**src/rtl/mult_div_unit_if.sv**
```systemverilog
// Request/response bundle between the control unit (master) and mult_div_unit (slave).
// state_dbg exposes the unit's FSM state for observation only.
interface mult_div_unit_if #(
  parameter int WIDTH = 32
);
  // Handshake: mult_start/div_start are one-cycle pulses honoured only while the
  // unit is idle or in its finish cycle; op_a/op_b are sampled on that accepting
  // edge only. done is a one-cycle pulse; hi_out/lo_out are valid with it and
  // hold until the next successful completion. div_zero pulses with done.
  logic             mult_start;
  logic             div_start;
  logic [WIDTH-1:0] op_a;
  logic [WIDTH-1:0] op_b;
  logic             busy;
  logic             done;
  logic             div_zero;
  logic [WIDTH-1:0] hi_out;
  logic [WIDTH-1:0] lo_out;
  logic [1:0]       state_dbg;

  modport master (
    output mult_start, div_start, op_a, op_b,
    input  busy, done, div_zero, hi_out, lo_out, state_dbg
  );

  modport slave (
    input  mult_start, div_start, op_a, op_b,
    output busy, done, div_zero, hi_out, lo_out, state_dbg
  );
endinterface

```
**src/rtl/mult_div_unit.sv**
```systemverilog
// Sequential signed multiplier (radix-2 Booth) and divider (restoring, on magnitudes).
// Optional: define MULTDIV_EARLY_OUT_EN to finish zero-operand operations in one cycle.
module mult_div_unit #(
  parameter int WIDTH = 32,
  parameter int CNT_W = 6
) (
  input logic            clk,
  input logic            reset_in,
  mult_div_unit_if.slave md
);

  typedef enum logic [1:0] {
    S_IDLE   = 2'd0,
    S_MULT   = 2'd1,
    S_DIV    = 2'd2,
    S_FINISH = 2'd3
  } state_t;

  state_t           state_q;
  logic [CNT_W-1:0] cnt_q;
  logic             busy_q, done_q, div_zero_q;
  logic [WIDTH-1:0] hi_q, lo_q;
  logic [2*WIDTH:0] acc_q, acc_d;
  logic [WIDTH-1:0] mcand_q;
  logic [WIDTH-1:0] dvsr_q, quo_q, rem_q, quo_d, rem_d;
  logic             q_neg_q, r_neg_q;
  logic [WIDTH:0]   a_ext, m_ext, booth_sum, rem_shift, trial;
  logic [WIDTH-1:0] a_mag, b_mag;
  logic             last_step;
  logic             mult_zero, div_a_zero;

`ifdef MULTDIV_EARLY_OUT_EN
  assign mult_zero  = (md.op_a == '0) || (md.op_b == '0);
  assign div_a_zero = (md.op_a == '0);
`else
  assign mult_zero  = 1'b0;
  assign div_a_zero = 1'b0;
`endif

  // The Booth add is done one bit wider than A so that subtracting the most
  // negative multiplicand cannot overflow before the arithmetic shift.
  always_comb begin
    a_ext = {acc_q[2*WIDTH], acc_q[2*WIDTH:WIDTH+1]};
    m_ext = {mcand_q[WIDTH-1], mcand_q};
    case (acc_q[1:0])
      2'b01:   booth_sum = a_ext + m_ext;
      2'b10:   booth_sum = a_ext - m_ext;
      default: booth_sum = a_ext;
    endcase
    acc_d = {booth_sum, acc_q[WIDTH:1]};

    rem_shift = {rem_q, quo_q[WIDTH-1]};
    trial     = rem_shift - {1'b0, dvsr_q};
    quo_d     = {quo_q[WIDTH-2:0], ~trial[WIDTH]};
    rem_d     = trial[WIDTH] ? rem_shift[WIDTH-1:0] : trial[WIDTH-1:0];

    a_mag     = md.op_a[WIDTH-1] ? -md.op_a : md.op_a;
    b_mag     = md.op_b[WIDTH-1] ? -md.op_b : md.op_b;
    last_step = (cnt_q == CNT_W'(WIDTH-1));
  end

  always_ff @(posedge clk or negedge reset_in) begin
    if (!reset_in) begin
      state_q    <= S_IDLE;
      cnt_q      <= '0;
      busy_q     <= 1'b0;
      done_q     <= 1'b0;
      div_zero_q <= 1'b0;
      hi_q       <= '0;
      lo_q       <= '0;
      acc_q      <= '0;
      mcand_q    <= '0;
      dvsr_q     <= '0;
      quo_q      <= '0;
      rem_q      <= '0;
      q_neg_q    <= 1'b0;
      r_neg_q    <= 1'b0;
    end else begin
      done_q     <= 1'b0;
      div_zero_q <= 1'b0;
      case (state_q)
        // FINISH accepts a new start exactly like IDLE, so back-to-back ops need no gap.
        S_IDLE, S_FINISH: begin
          state_q <= S_IDLE;
          if (md.mult_start) begin
            if (mult_zero) begin
              hi_q    <= '0;
              lo_q    <= '0;
              done_q  <= 1'b1;
              state_q <= S_FINISH;
            end else begin
              acc_q   <= {{WIDTH{1'b0}}, md.op_a, 1'b0};
              mcand_q <= md.op_b;
              cnt_q   <= '0;
              busy_q  <= 1'b1;
              state_q <= S_MULT;
            end
          end else if (md.div_start) begin
            if (md.op_b == '0) begin
              done_q     <= 1'b1;
              div_zero_q <= 1'b1;
              state_q    <= S_FINISH;
            end else if (div_a_zero) begin
              hi_q    <= '0;
              lo_q    <= '0;
              done_q  <= 1'b1;
              state_q <= S_FINISH;
            end else begin
              quo_q   <= a_mag;
              rem_q   <= '0;
              dvsr_q  <= b_mag;
              q_neg_q <= md.op_a[WIDTH-1] ^ md.op_b[WIDTH-1];
              r_neg_q <= md.op_a[WIDTH-1];
              cnt_q   <= '0;
              busy_q  <= 1'b1;
              state_q <= S_DIV;
            end
          end
        end
        S_MULT: begin
          acc_q <= acc_d;
          cnt_q <= cnt_q + 1'b1;
          if (last_step) begin
            hi_q    <= acc_d[2*WIDTH:WIDTH+1];
            lo_q    <= acc_d[WIDTH:1];
            done_q  <= 1'b1;
            busy_q  <= 1'b0;
            state_q <= S_FINISH;
          end
        end
        S_DIV: begin
          quo_q <= quo_d;
          rem_q <= rem_d;
          cnt_q <= cnt_q + 1'b1;
          if (last_step) begin
            hi_q    <= r_neg_q ? -rem_d : rem_d;
            lo_q    <= q_neg_q ? -quo_d : quo_d;
            done_q  <= 1'b1;
            busy_q  <= 1'b0;
            state_q <= S_FINISH;
          end
        end
        default: state_q <= S_IDLE;
      endcase
    end
  end

  assign md.busy      = busy_q;
  assign md.done      = done_q;
  assign md.div_zero  = div_zero_q;
  assign md.hi_out    = hi_q;
  assign md.lo_out    = lo_q;
  assign md.state_dbg = state_q;

endmodule

```
**src/flat_wrapper.sv**
```systemverilog
// flat-port wrapper written by rule: the top's interface ports become plain ports
module mult_div_unit_flat 
#(
  parameter int WIDTH = 32,
  parameter int CNT_W = 6
)
  (clk, reset_in, md_mult_start, md_div_start, md_op_a, md_op_b, md_busy, md_done, md_div_zero, md_hi_out, md_lo_out, md_state_dbg);
  mult_div_unit_if #(.WIDTH(WIDTH)) md_i ();
  input logic clk;
  input logic reset_in;
  input wire logic [$bits(md_i.mult_start)-1:0] md_mult_start;
  input wire logic [$bits(md_i.div_start)-1:0] md_div_start;
  input wire logic [$bits(md_i.op_a)-1:0] md_op_a;
  input wire logic [$bits(md_i.op_b)-1:0] md_op_b;
  output wire logic [$bits(md_i.busy)-1:0] md_busy;
  output wire logic [$bits(md_i.done)-1:0] md_done;
  output wire logic [$bits(md_i.div_zero)-1:0] md_div_zero;
  output wire logic [$bits(md_i.hi_out)-1:0] md_hi_out;
  output wire logic [$bits(md_i.lo_out)-1:0] md_lo_out;
  output wire logic [$bits(md_i.state_dbg)-1:0] md_state_dbg;
  assign md_i.mult_start = md_mult_start;
  assign md_i.div_start = md_div_start;
  assign md_i.op_a = md_op_a;
  assign md_i.op_b = md_op_b;
  assign md_busy = md_i.busy;
  assign md_done = md_i.done;
  assign md_div_zero = md_i.div_zero;
  assign md_hi_out = md_i.hi_out;
  assign md_lo_out = md_i.lo_out;
  assign md_state_dbg = md_i.state_dbg;
  mult_div_unit #(.WIDTH(WIDTH), .CNT_W(CNT_W)) u_core (.clk(clk), .reset_in(reset_in), .md(md_i));
endmodule
```
**config.mk**
```make
export PLATFORM = sky130hd
export DESIGN_NAME = mult_div_unit_flat
export DESIGN_NICKNAME = d
export VERILOG_FILES = /design/src/rtl/mult_div_unit_if.sv /design/src/rtl/mult_div_unit.sv /design/src/flat_wrapper.sv
export SDC_FILE = /design/constraint.sdc
export NUM_CORES = 1
export LEC_CHECK = 0
export CAP_MARGIN = 20
export CORE_MARGIN = 5
export CORE_UTILIZATION = 65
export DETAILED_ROUTE_END_ITERATION = 16
export PLACE_DENSITY = 0.87
export SYNTH_ARGS = -nofsm -noshare
export SYNTH_HDL_FRONTEND = slang
export SYNTH_SLANG_ARGS = --single-unit
```
**constraint.sdc**
```tcl
create_clock -name clk -period 8.5 [get_ports clk]
set_clock_uncertainty 0.15 [all_clocks]
set_input_delay 1.7 -clock clk [delete_from_list [all_inputs] [get_ports clk]]
set_output_delay 1.7 -clock clk [all_outputs]
set_load 0.05 [all_outputs]
```
Yosys cells after proc, flatten, opt, wreduce, memory -nomap -nowiden
Index checks and enable logic that the tools add are counted.
- input bits: 68
- logic and storage cells: 97
- output and inout port bits: 69
- flip-flop bits (word level): 270
- reduce and logical (&&, ||, !) cells: 13
- bitwise gates (word level): 5
- add/sub/neg operators: 8
- equality and inequality tests: 15
- multiplexer cells: 42
- operators with widths (operator ; number):
    2-to-1 mux 32 bit ; 15
    one-hot mux 32 bit (2 select lines) ; 4
    one-hot mux 65 bit (2 select lines) ; 1
    negator 32 bit ; 4
    one-hot mux 33 bit (2 select lines) ; 1
    2-to-1 mux 65 bit ; 1
    adder 32 x 32 -> 33 bit ; 1
    subtractor 32 x 32 -> 33 bit ; 1
    subtractor 33 x 32 -> 33 bit ; 1
    zero test 32 bit ; 1
    2-to-1 mux 6 bit ; 3
    one-hot mux 6 bit (2 select lines) ; 1
    2-to-1 mux 1 bit ; 10
    != test 2 bit (second input constant) ; 4
    AND reduction 4 bit ; 2
    adder 6 x 1 -> 6 bit (second input constant) ; 1
    == test 2 bit (second input constant) ; 3
    == test 6 x 5 -> 1 bit (second input constant) ; 1
    2-to-1 mux 2 bit ; 3
    != test 2 x 1 -> 1 bit (second input constant) ; 3
    != test 3 bit (second input constant) ; 2
    AND reduction 2 bit ; 3
    AND reduction 3 bit ; 2
    == test 2 x 1 -> 1 bit (second input constant) ; 2
    7 further kinds ; 13

Logic depth before layout (Yosys ltp)
Gate-level depths: netlist (run 1).
- word-level depth: 6
- mapped depth: 25

Worst setup path before layout (run 1)
No wires, ideal clock.
- kind: register to register
- from: reg u_core.quo_q[31]
- to: reg u_core.hi_q[24], in the netlist u_core.md.hi_out[24]
- cell stages (with the launch flop): 25
- data arrival time: 4.978 ns
- clock period less this slack: 5.204 ns
- buffers on the path: 4
- slack: 3.296 ns
- cell sequence: dfrtp_1 > inv_1 > ha_1 > fa_1 > nor2b_1 > o31a_4 > o2111ai_4 > a2111oi_4 > o21a_1 > buf_4 > nor2_8 > inv_4 > buf_6 > buf_6 > buf_2 > nor2_1 > a21oi_1 > ha_1 > nand3_1 > a2111oi_0 > a32oi_2 > a2111oi_2 > mux2_1 > a221o_1 > o21ai_1
- word-level cells in the longest chain between the ends: 6
- ends and longest elaborated chain (element ; line ; source):
    start, declared ; mult_div_unit.sv:25 ; logic [WIDTH-1:0] dvsr_q, quo_q, rem_q, quo_d, rem_d;
    start signal, assigned ; mult_div_unit.sv:109 ; quo_q <= a_mag;
    start signal, assigned ; mult_div_unit.sv:132 ; quo_q <= quo_d;
    subtractor 33 x 32 -> 33 bit ; mult_div_unit.sv:53 ; trial = rem_shift - {1'b0, dvsr_q};
    2-to-1 mux 32 bit (*) ; mult_div_unit.sv:55 ; rem_d = trial[WIDTH] ? rem_shift[WIDTH-1:0] : trial[WIDTH-1:0];
    negator 32 bit ; mult_div_unit.sv:136 ; hi_q <= r_neg_q ? -rem_d : rem_d;
    2-to-1 mux 32 bit (*) ; mult_div_unit.sv:136 ;
    2-to-1 mux 32 bit (*) ; mult_div_unit.sv:135 ; if (last_step) begin
    one-hot mux 32 bit (2 select lines) (*) ; mult_div_unit.sv:81 ; case (state_q)
    end signal, assigned ; mult_div_unit.sv:124 ; hi_q <= acc_d[2*WIDTH:WIDTH+1];
    end signal, assigned ; mult_div_unit.sv:136 ;
    end, declared ; mult_div_unit.sv:22 ; logic [WIDTH-1:0] hi_q, lo_q;
Every way passes the cells marked *; elsewhere a longest branch is shown, timed or not. The select of a mux whose other input is x is not followed.
A chain may end at the register's enable or synchronous reset.

Worst setup path in the final report (run 1)
- from: reg u_core.quo_q[31]
- to: reg u_core.hi_q[28], in the netlist u_core.md.hi_out[28]
The elaborated chain is that of the path after synthesis.

==> flow_metrics.py, run 1 <==
metrics = {
    "status": {
        "status": "completed",
    },
    "final_layout": {
        "seq_area_sq_mm": 0.00676,
        "final_common_cell": "nand2_1",
        "drive_gt1_frac": 0.0624,
        "layout_common_cells": "nand2_1, dfrtp_1, o21ai_0",
        "nets": 2493,
        "syn_to_final_growth_pct": 13.4,
        "multiInputGateArea_sq_mm": 0.0116,
        "fillerInstances": 2136,
        "layoutNonFillerInstCount": 2762,
        "diodes": 0,
    },
    "timing": {
        "setup_violations": 0,
        "period_needed_ps": 6460,
        "hold_violations": 0,
        "fin_crit_sh": 0.759,
        "tightest_slew_ps": 1250,
        "setup_tns_ps": 0,
        "fmax_mhz": 155,
        "max-slew-margin-rel": 0.168,
        "drv_slew": 0,
        "rsz0062_at_grt": "no",
    },
    "floorplanning": {
        "boundaryPins": 137,
        "dieArea_sq_mm": 0.0331,
        "die_h_microns": 182,
        "row_count": 63,
        "core_sq_mm": 0.0294,
        "die_w_microns": 182,
        "start_util": 0.653,
    },
    "clock_tree": {
        "tritoncts": "yes",
        "post_cts_buffers": 0,
        "clkLatencyLatePin_ps": 560,
        "cts_max_level": 1,
        "postCtsResizedCells": 0,
        "cts_made_buffers": 30,
        "clkSlewWorstSetupHoldPaths_ps": 60,
        "cts.sinks": 270,
        "cts_hold_buf": 0,
        "cts_buffer_depth": 3,
        "cts-root-buf": "clkbuf_16",
    },
    "worst_setup_path": {
        "crit_fanout": 40,
        "max_stage_delay_ps": 660,
        "worstSetupStartpointType": "flop",
        "endpoint_kind": "flop",
        "worstPathArrival_ps": 6740,
        "r2r-start": "u_core.quo_q[31]",
        "critPathTopFamily": "compound AO/OA/AOI/OAI gates",
        "cp_slowest_cell": "a2111oi_0",
        "worstPathCellList": "inv_1 -> ha_1 -> fa_1 -> nor2b_1 -> o31a_4 -> o2111ai_4 -> a2111oi_4 -> o21a_1 -> nor2_8 -> inv_4 -> nor2_1 -> a21oi_1 -> ha_1 -> nand3_1 -> a2111oi_0 -> a32oi_2 -> a2111oi_2 -> a21oi_1 -> mux2i_1 -> nand2_1",
        "critical_path_class": "flop to flop",
        "cp.required_ps": 8790,
        "crit_buf_inv": 2,
        "critPathLaunch": "u_core.quo_q[31]",
    },
    "yosys": {
        "synth_cell_types": 94,
        "ys_warn_count": 0,
        "synth_flop_cell": "dfrtp_1",
        "yosysSeqAreaShare": 0.352,
        "synth_cells": 2288,
        "synth_edf_count": 0,
        "ys_async_sr_fraction": 1.00,
        "syn-num-nets": 2431,
        "syn_avg_cell_area_sq_um": 8.39,
        "synth.ff_latch_count": 270,
        "netlist_area_sq_mm": 0.0192,
    },
    "detailed_routing": {
        "vias": 18400,
        "postRouteAntennaNets": 0,
        "drtIter0Drc": 2322,
        "wl_per_cell_microns": 22.3,
        "drt_wl_total_mm": 61.5,
        "drc": 0,
        "dr.pass1.iters": 7,
        "viasPerCell": 6.66,
    },
    "power_and_ir_drop": {
        "powerDensity_mw_per_mm2": 449,
        "p_leak_nw": 9.15,
        "ir_drop_mv": 0.313,
    },
    "worst_hold_path": {
        "hp-class": "flop to flop",
        "worstHoldStart": "u_core.md.lo_out[26]",
    },
    "placed_design": {
        "hpwlAfterDp_mm": 44.9,
        "gp_congestion": 0.983,
        "place.port_buffers": 136,
        "dp_cells": 2707,
    },
    "grt": {
        "grt_pass1_vias": 16900,
        "grt_pass1_wl_mm": 95.2,
        "antenna_found_initial": 1,
        "grt_overflow": 0,
        "grt_max_degree": 198,
        "grt_usage": 0.358,
    },
    "run": {
        "timing.max_cap.violations": 0,
    },
}
==> per-stage QoR <==
step / total power, mW / setup slack (ps) / cell area (sq um) / hold slack, ps / utilization
floorplan: 6.46 / 3300 / 19200 / 312 / -
global placement: 7.98 / 1950 / 20700 / 310 / 0.703
detailed placement: 8.15 / 1830 / 20700 / 320 / 0.703
CTS: 9.62 / 2220 / 21700 / 333 / 0.739
global route: 10.4 / 1630 / 21800 / 351 / 0.740
finish: 9.77 / 2040 / 21800 / 329 / 0.740
==> worst reg2reg max path: stages (launching register included) <==
cell and delay, ps:
dfrtp_1 360, inv_1 70, ha_1 240, fa_1 430, nor2b_1 230, o31a_4 220, o2111ai_4 210, a2111oi_4 440
o21a_1 580, nor2_8 290, inv_4 470, nor2_1 110, a21oi_1 260, ha_1 320, nand3_1 90, a2111oi_0 660
a32oi_2 220, a2111oi_2 380, a21oi_1 180, mux2i_1 320, nand2_1 90
==> power breakdown <==
part / internal, mW / switching [mW]
Sequential: 1.82 / 0.549
Clock: 0.875 / 0.551
Combinational: 2.14 / 3.83
==> registers in the layout, summed over array words and instances (netlist names) <==
name / cells
u_core.acc_q: 65
u_core.dvsr_q: 32
u_core.mcand_q: 32
u_core.md.hi_out: 32
u_core.md.lo_out: 32
u_core.quo_q: 32
u_core.rem_q: 32
u_core.cnt_q: 6
u_core.md.state_dbg: 2
u_core.md.busy: 1
u_core.md.div_zero: 1
u_core.md.done: 1
u_core.q_neg_q: 1
u_core.r_neg_q: 1
==> layout make-up <==
cell class,count,share of cell area
Clock inverter,12,0.00897
Clock buffer,42,0.0408
Timing Repair Buffer,151,0.0691
Multi-Input combinational cell,1822,0.535
Tap cell,390,0.0224
Inverter,75,0.0131
Sequential cell,270,0.311
==> metal layers <==
| metal | global-route usage | share of wire | up-vias |
|---|---|---|---|
| li1 | - | - | 8336 |
| met1 | 0.501 | 0.41 | 8839 |
| met2 | 0.541 | 0.44 | 1057 |
| met3 | 0.0793 | 0.10 | 168 |
| met4 | 0.152 | 0.050 | 2 |
| met5 | 0 | 0.00033 | - |
==> synth_stat cells (15+ instances only) <==
library cell / n / area, sq um
inv_1: 71 / 267
a21o_1: 20 / 150
xnor2_1: 89 / 780
nand2_1: 312 / 1170
xor2_1: 99 / 867
mux2_2: 34 / 383
o21ai_1: 81 / 405
nor3_1: 48 / 240
nand3_1: 29 / 145
nor4_1: 15 / 93.8
buf_2: 17 / 85.1
o41ai_1: 15 / 131
nor2_1: 169 / 634
o21a_1: 15 / 113
o21ai_0: 223 / 1120
a211oi_1: 25 / 188
ha_1: 73 / 913
mux2i_1: 63 / 631
or4_1: 23 / 173
a22o_1: 24 / 210
nor2b_1: 18 / 113
a21oi_1: 172 / 861
dfrtp_1: 270 / 6760
o31ai_1: 35 / 263
or3_1: 25 / 156
clkbuf_1: 73 / 274
buf_1: 15 / 56.3
==> worst paths after layout <==
check	to	depth (start not counted)	slack (ps)
worst min register to register	u_core.md.lo_out[26]	2	330
worst max-delay path	u_core.md.hi_out[28]	20	2040
min in group asynchronous	u_core.acc_q[38]	1	910
max in group asynchronous	u_core.md.lo_out[21]	2	5670
worst min-delay path	u_core.md.lo_out[26]	2	330
worst max register to register	u_core.md.hi_out[28]	20	2040
==> kinds of logic after synthesis <==
kind of cell    count (synthesis)  synth area share
xor+xnor                      188            0.0858
mux                           101            0.0555
simple gates                  733             0.180
compound gates                725             0.234
fa+ha+maj                      75            0.0497
buf+inv                       196            0.0439
flops                         270             0.352
Power figures use the tool's default switching activity.
==> run 2: changes to the inputs <==
CORE_UTILIZATION = 55   (was 65)
PLACE_DENSITY = 0.78   (was 0.87)
clock period = 5.2 ns   (was 8.5 ns; I/O delays follow)
==> flow_metrics.py, run 2 (synthesis gave the netlist of run 1 again) <==
metrics = {
    "status": {
        "status": "completed",
    },
    "detailed_routing": {
        "postRouteAntennaNets": 0,
        "dr.pass1.iters": 6,
        "drt_wl_total_mm": 61.3,
        "drtIter0Drc": 1877,
        "viasPerCell": 6.27,
        "vias": 18100,
        "wl_per_cell_microns": 21.2,
        "drc": 0,
    },
    "power_and_ir_drop": {
        "p_leak_nw": 9.47,
        "powerDensity_mw_per_mm2": 722,
        "p_clk_frac": 0.147,
        "combPwrFrac": 0.617,
        "ir_drop_mv": 0.722,
        "p_seq_frac": 0.237,
        "power_switching_mw": 8.03,
        "swShare": 0.498,
        "power_mw": 16.1,
        "internal_power_mw": 8.11,
    },
    "final_layout": {
        "fillerInstances": 2875,
        "largest_reg_flops": 65,
        "diodes": 0,
        "multiInputGateArea_sq_mm": 0.0117,
        "design_area_sq_mm": 0.0224,
        "drive_gt1_frac": 0.0900,
        "layoutNonFillerInstCount": 2888,
        "seq_area_sq_mm": 0.00676,
        "nets": 2552,
        "final_common_cell": "nand2_1",
        "utilization": 0.649,
        "layout_common_cells": "nand2_1, dfrtp_1, o21ai_0",
        "regMostFlops": "u_core.acc_q",
        "syn_to_final_growth_pct": 16.5,
    },
    "clock_tree": {
        "post_cts_buffers": 0,
        "cts_made_buffers": 34,
        "clkLatencyLatePin_ps": 540,
        "cts.sinks": 270,
        "cts_max_level": 2,
        "cts_buffer_depth": 3,
        "cts_hold_buf": 0,
        "clkSlewWorstSetupHoldPaths_ps": 60,
        "postCtsResizedCells": 0,
        "cts-root-buf": "clkbuf_16",
        "tritoncts": "yes",
    },
    "timing": {
        "hold_violations": 0,
        "tightest_slew_ps": 1080,
        "period_needed_ps": 4970,
        "setup_violations": 0,
        "max-slew-margin-rel": 0.279,
        "drv_slew": 0,
        "fin_crit_sh": 0.956,
        "fmax_mhz": 201,
    },
    "worst_setup_path": {
        "endpoint_kind": "flop",
        "worstPathArrival_ps": 5200,
        "critical_path_class": "flop to flop",
        "worstSetupStartpointType": "flop",
        "cp.required_ps": 5430,
        "crit_fanout": 8,
        "reg2regPathDepth": 21,
    },
    "floorplanning": {
        "core_sq_mm": 0.0345,
        "dieArea_sq_mm": 0.0387,
        "row_count": 68,
        "die_w_microns": 197,
        "die_h_microns": 197,
        "boundaryPins": 137,
        "start_util": 0.557,
    },
    "grt": {
        "grt_usage": 0.308,
        "grt_pass1_wl_mm": 96.1,
        "grt_pass1_vias": 17100,
        "antenna_found_initial": 1,
        "grt_max_degree": 117,
        "grt_overflow": 0,
    },
    "placed_design": {
        "place.port_buffers": 136,
        "dp_cells": 2827,
        "postPlaceCellArea_sq_mm": 0.0212,
        "gp_congestion": 1.00,
        "hpwlAfterDp_mm": 45.6,
    },
    "worst_hold_path": {
        "hp-class": "flop to flop",
        "hold_depth": 2,
    },
    "run": {
        "timing.max_cap.violations": 0,
    },
}
run 2: cell count changes in the layout (fill, tap and decap cells not counted), sizes merged:
cell,previous run,this run
clkinvlp,4,2
clkbuf,42,43
buf,16,71
clkinv,4,12
inv,74,76
bufinv,5,2
run 2: cell type report:
type,instances,area share
multi-input combinational,1822,0.523
sequential,270,0.302
timing repair buffer,206,0.0872
clock buffer,43,0.0422
tap,455,0.0255
inverter,75,0.0127
clock inverter,17,0.00744
run 2: final timing paths:
kind | from | endpoint | slack, ps
worst max-delay path | u_core.quo_q[31] | u_core.md.lo_out[26] | 230
worst min register to register | u_core.md.lo_out[6] | u_core.md.lo_out[6] | 330
max in group asynchronous | reset_in | u_core.md.lo_out[15] | 3280
min in group asynchronous | reset_in | u_core.dvsr_q[7] | 360
worst min-delay path | u_core.md.lo_out[6] | u_core.md.lo_out[6] | 330
worst max register to register | u_core.quo_q[31] | u_core.md.lo_out[26] | 230
run 2: power groups by stage:
| stage | Combinational, mW | Clock [mW] | Sequential, mW |
|---|---|---|---|
| 6_report | 9.96 | 2.37 | 3.82 |
| 4_1_cts | 9.80 | 2.40 | 3.78 |
| 2_1_floorplan | 6.29 | 0 | 4.27 |
| 3_5_place_dp | 9.74 | 0 | 3.81 |
| 3_3_place_gp | 9.50 | 0 | 3.77 |
| 5_1_grt | 10.9 | 2.47 | 3.92 |
run 2: through the flow:
stage	setup WS [ps]	hold WS, ps	setup TNS, ps
2_1_floorplan	70.6	312	0
3_3_place_gp	158	307	0
3_5_place_dp	91.9	318	0
4_1_cts	164	331	0
5_1_grt	-9.97	355	-9.97
6_report	227	326	0
run 2: layer usage:
metal | wire length [microns] | track usage | part of all wire
met5 | 11 | 0 | 0.00018
met4 | 2150 | 0.105 | 0.035
met3 | 5810 | 0.0579 | 0.095
met2 | 26700 | 0.469 | 0.44
met1 | 26600 | 0.443 | 0.43
run 2: critical path: stages, from the launching register on:
cell	delay, ps
dfrtp_1	370
inv_1	70
ha_1	220
fa_1	430
nor2b_2	160
o31a_4	160
o2111ai_4	180
a2111oi_4	490
o21a_2	250
nor2_8	60
inv_4	110
ha_2	230
nand3_1	120
or2_2	350
nand2b_1	200
nand2b_1	220
or2_2	350
o21ai_0	240
xor2_1	170
nand2_1	70
o21ai_0	110
o21ai_0	100
==> run 3: changes to the inputs <==
PLACE_DENSITY = 0.89   (was 0.78)
==> flow_metrics.py, run 3 (synthesis gave the netlist of run 1 again) <==
metrics = {
    "status": {
        "status": "completed",
    },
    "power_and_ir_drop": {
        "swShare": 0.498,
        "p_clk_frac": 0.151,
        "powerDensity_mw_per_mm2": 728,
        "power_switching_mw": 8.09,
        "ir_drop_mv": 0.558,
        "p_seq_frac": 0.235,
        "internal_power_mw": 8.15,
        "p_leak_nw": 9.43,
        "combPwrFrac": 0.614,
    },
    "detailed_routing": {
        "dr.max_layer_used": "met5",
        "dr.pass1.iters": 7,
        "viasPerCell": 6.51,
        "drt_wl_total_mm": 62.5,
        "wl_met1_mm": 25.1,
        "wl_per_cell_microns": 21.7,
        "drc": 0,
        "drtIter0Drc": 2351,
        "dr_wl_met2_mm": 27.7,
        "postRouteAntennaNets": 0,
        "met3_length_mm": 6.80,
        "vias": 18700,
    },
    "final_layout": {
        "syn_to_final_growth_pct": 16.2,
        "largest_reg_flops": 65,
        "regMostFlops": "u_core.acc_q",
        "drive_gt1_frac": 0.0848,
        "fillerInstances": 2685,
        "utilization": 0.647,
        "multiInputGateArea_sq_mm": 0.0117,
        "seq_area_sq_mm": 0.00676,
        "final_common_cell": "nand2_1",
        "layout_common_cells": "nand2_1, dfrtp_1, o21ai_0",
        "nets": 2537,
    },
    "floorplanning": {
        "boundaryPins": 137,
        "row_count": 68,
        "die_h_microns": 197,
        "core_sq_mm": 0.0345,
        "die_w_microns": 197,
        "dieArea_sq_mm": 0.0387,
        "start_util": 0.557,
    },
    "clock_tree": {
        "cts_max_level": 1,
        "clkLatencyLatePin_ps": 590,
        "cts_made_buffers": 30,
        "cts_buffer_depth": 3,
        "tritoncts": "yes",
        "cts-root-buf": "clkbuf_16",
        "cts_hold_buf": 0,
        "cts.sinks": 270,
        "clkSlewWorstSetupHoldPaths_ps": 70,
    },
    "worst_setup_path": {
        "cp_common_cell": "o21ai_0",
        "crit_fanout": 8,
        "endpoint_kind": "flop",
        "cp_slowest_cell": "fa_1",
        "max_stage_delay_ps": 400,
        "worstPathArrival_ps": 5340,
        "critical_path_class": "flop to flop",
        "worstSetupStartpointType": "flop",
        "worstPathCellList": "inv_1 -> ha_1 -> fa_1 -> nor2b_1 -> o31a_4 -> o2111ai_4 -> a2111oi_4 -> o21a_2 -> nor2_8 -> inv_4 -> ha_1 -> nand3_1 -> or2_2 -> nand2b_1 -> nand2b_1 -> or2_2 -> o21ai_0 -> xor2_1 -> nand2_1 -> o21ai_0 -> o21ai_0",
        "cp.required_ps": 5460,
    },
    "timing": {
        "post-route-worst-setup-slack_ps": 124,
        "setup_violations": 0,
        "tightest_slew_ps": 1140,
        "whs_ps": 327,
        "hold_violations": 0,
        "max-slew-margin-rel": 0.241,
        "fin_crit_sh": 0.976,
        "period_needed_ps": 5080,
        "drv_slew": 0,
        "fmax_mhz": 197,
    },
    "grt": {
        "grt_pass1_vias": 17500,
        "antenna_found_initial": 3,
        "grt_max_degree": 117,
        "grt_usage": 0.311,
        "grt_overflow": 0,
        "grt_pass1_wl_mm": 97.4,
    },
    "placed_design": {
        "pre_cts_ws_ps": 84.9,
        "gp_congestion": 1.01,
        "hpwlAfterDp_mm": 45.8,
        "place.port_buffers": 136,
    },
    "worst_hold_path": {
        "hp-class": "flop to flop",
    },
    "run": {
        "timing.max_cap.violations": 0,
    },
}
==> run 3: cell count changes in the layout (fill, tap and decap cells not counted), moves of 2 or more <==
cell	change
buf_12	+2
clkinv_4	-2
inv_6	-2
bufinv_16	+5
clkbuf_16	-3
clkinv_2	-2
buf_4	-12
==> run 3: cell type report <==
| type | count | area share |
|---|---|---|
| well taps | 455 | 0.0255 |
| clock buffers | 39 | 0.0388 |
| diodes | 1 | 0.000112 |
| clock inverters | 16 | 0.0122 |
| flip-flops and latches | 270 | 0.303 |
| multi-input cells | 1822 | 0.524 |
| inverters | 75 | 0.0127 |
| repair buffers | 195 | 0.0839 |
==> run 3: path summary, 6_finish.rpt <==
check,from,endpoint,slack (ps),cells past startpoint
max,u_core.quo_q[31],u_core.md.lo_out[28],120,21
min,u_core.md.lo_out[20],u_core.md.lo_out[20],330,2
max reg2reg,u_core.quo_q[31],u_core.md.lo_out[28],120,21
min reg2reg,u_core.md.lo_out[20],u_core.md.lo_out[20],330,2
max in group asynchronous,reset_in,u_core.md.lo_out[8],3390,2
min in group asynchronous,reset_in,u_core.dvsr_q[14],360,1
==> run 3: per-stage QoR <==
stage | power [mW] | setup TNS, ps | instances | instance area (sq um)
finish | 16.2 | 0 | 2873 | 22300
global route | 17.2 | -17.6 | 2873 | 22300
CTS | 16.0 | 0 | 2871 | 22300
detailed placement | 13.4 | 0 | 2816 | 21100
global placement | 13.1 | 0 | 2816 | 21100
floorplan | 10.6 | 0 | 2288 | 19200
==> run 3: what timing repair did <==
item	in CTS	in global routing
setup buffers	0	1
setup endpoints to repair	0	12
resized for setup	0	14
==> run 3: routing by layer <==
layer,GRT usage,up-vias
met1,0.433,8880
met3,0.0621,201
met4,0.128,4
met2,0.479,1194
met5,0,-
li1,-,8415
==> run 3: worst max-delay path, delay by kind of cell, from the launching register on <==
family                     cells  cell delay, ps
DFF                            1             370
AOI/OAI and AO/OA              7            1490
buffers and inverters          2             210
and+or+nand+nor                8            1540
adders and majority gates      3             880
xor gates and xnor gates       1             240
==> run 3: power by group through the flow <==
stage,clock network [mW],registers [mW],logic (mW)
global placement,0,3.74,9.31
floorplan,0,4.27,6.29
CTS,2.46,3.78,9.73
finish,2.46,3.82,9.96
detailed placement,0,3.80,9.63
global route,2.53,3.91,10.8
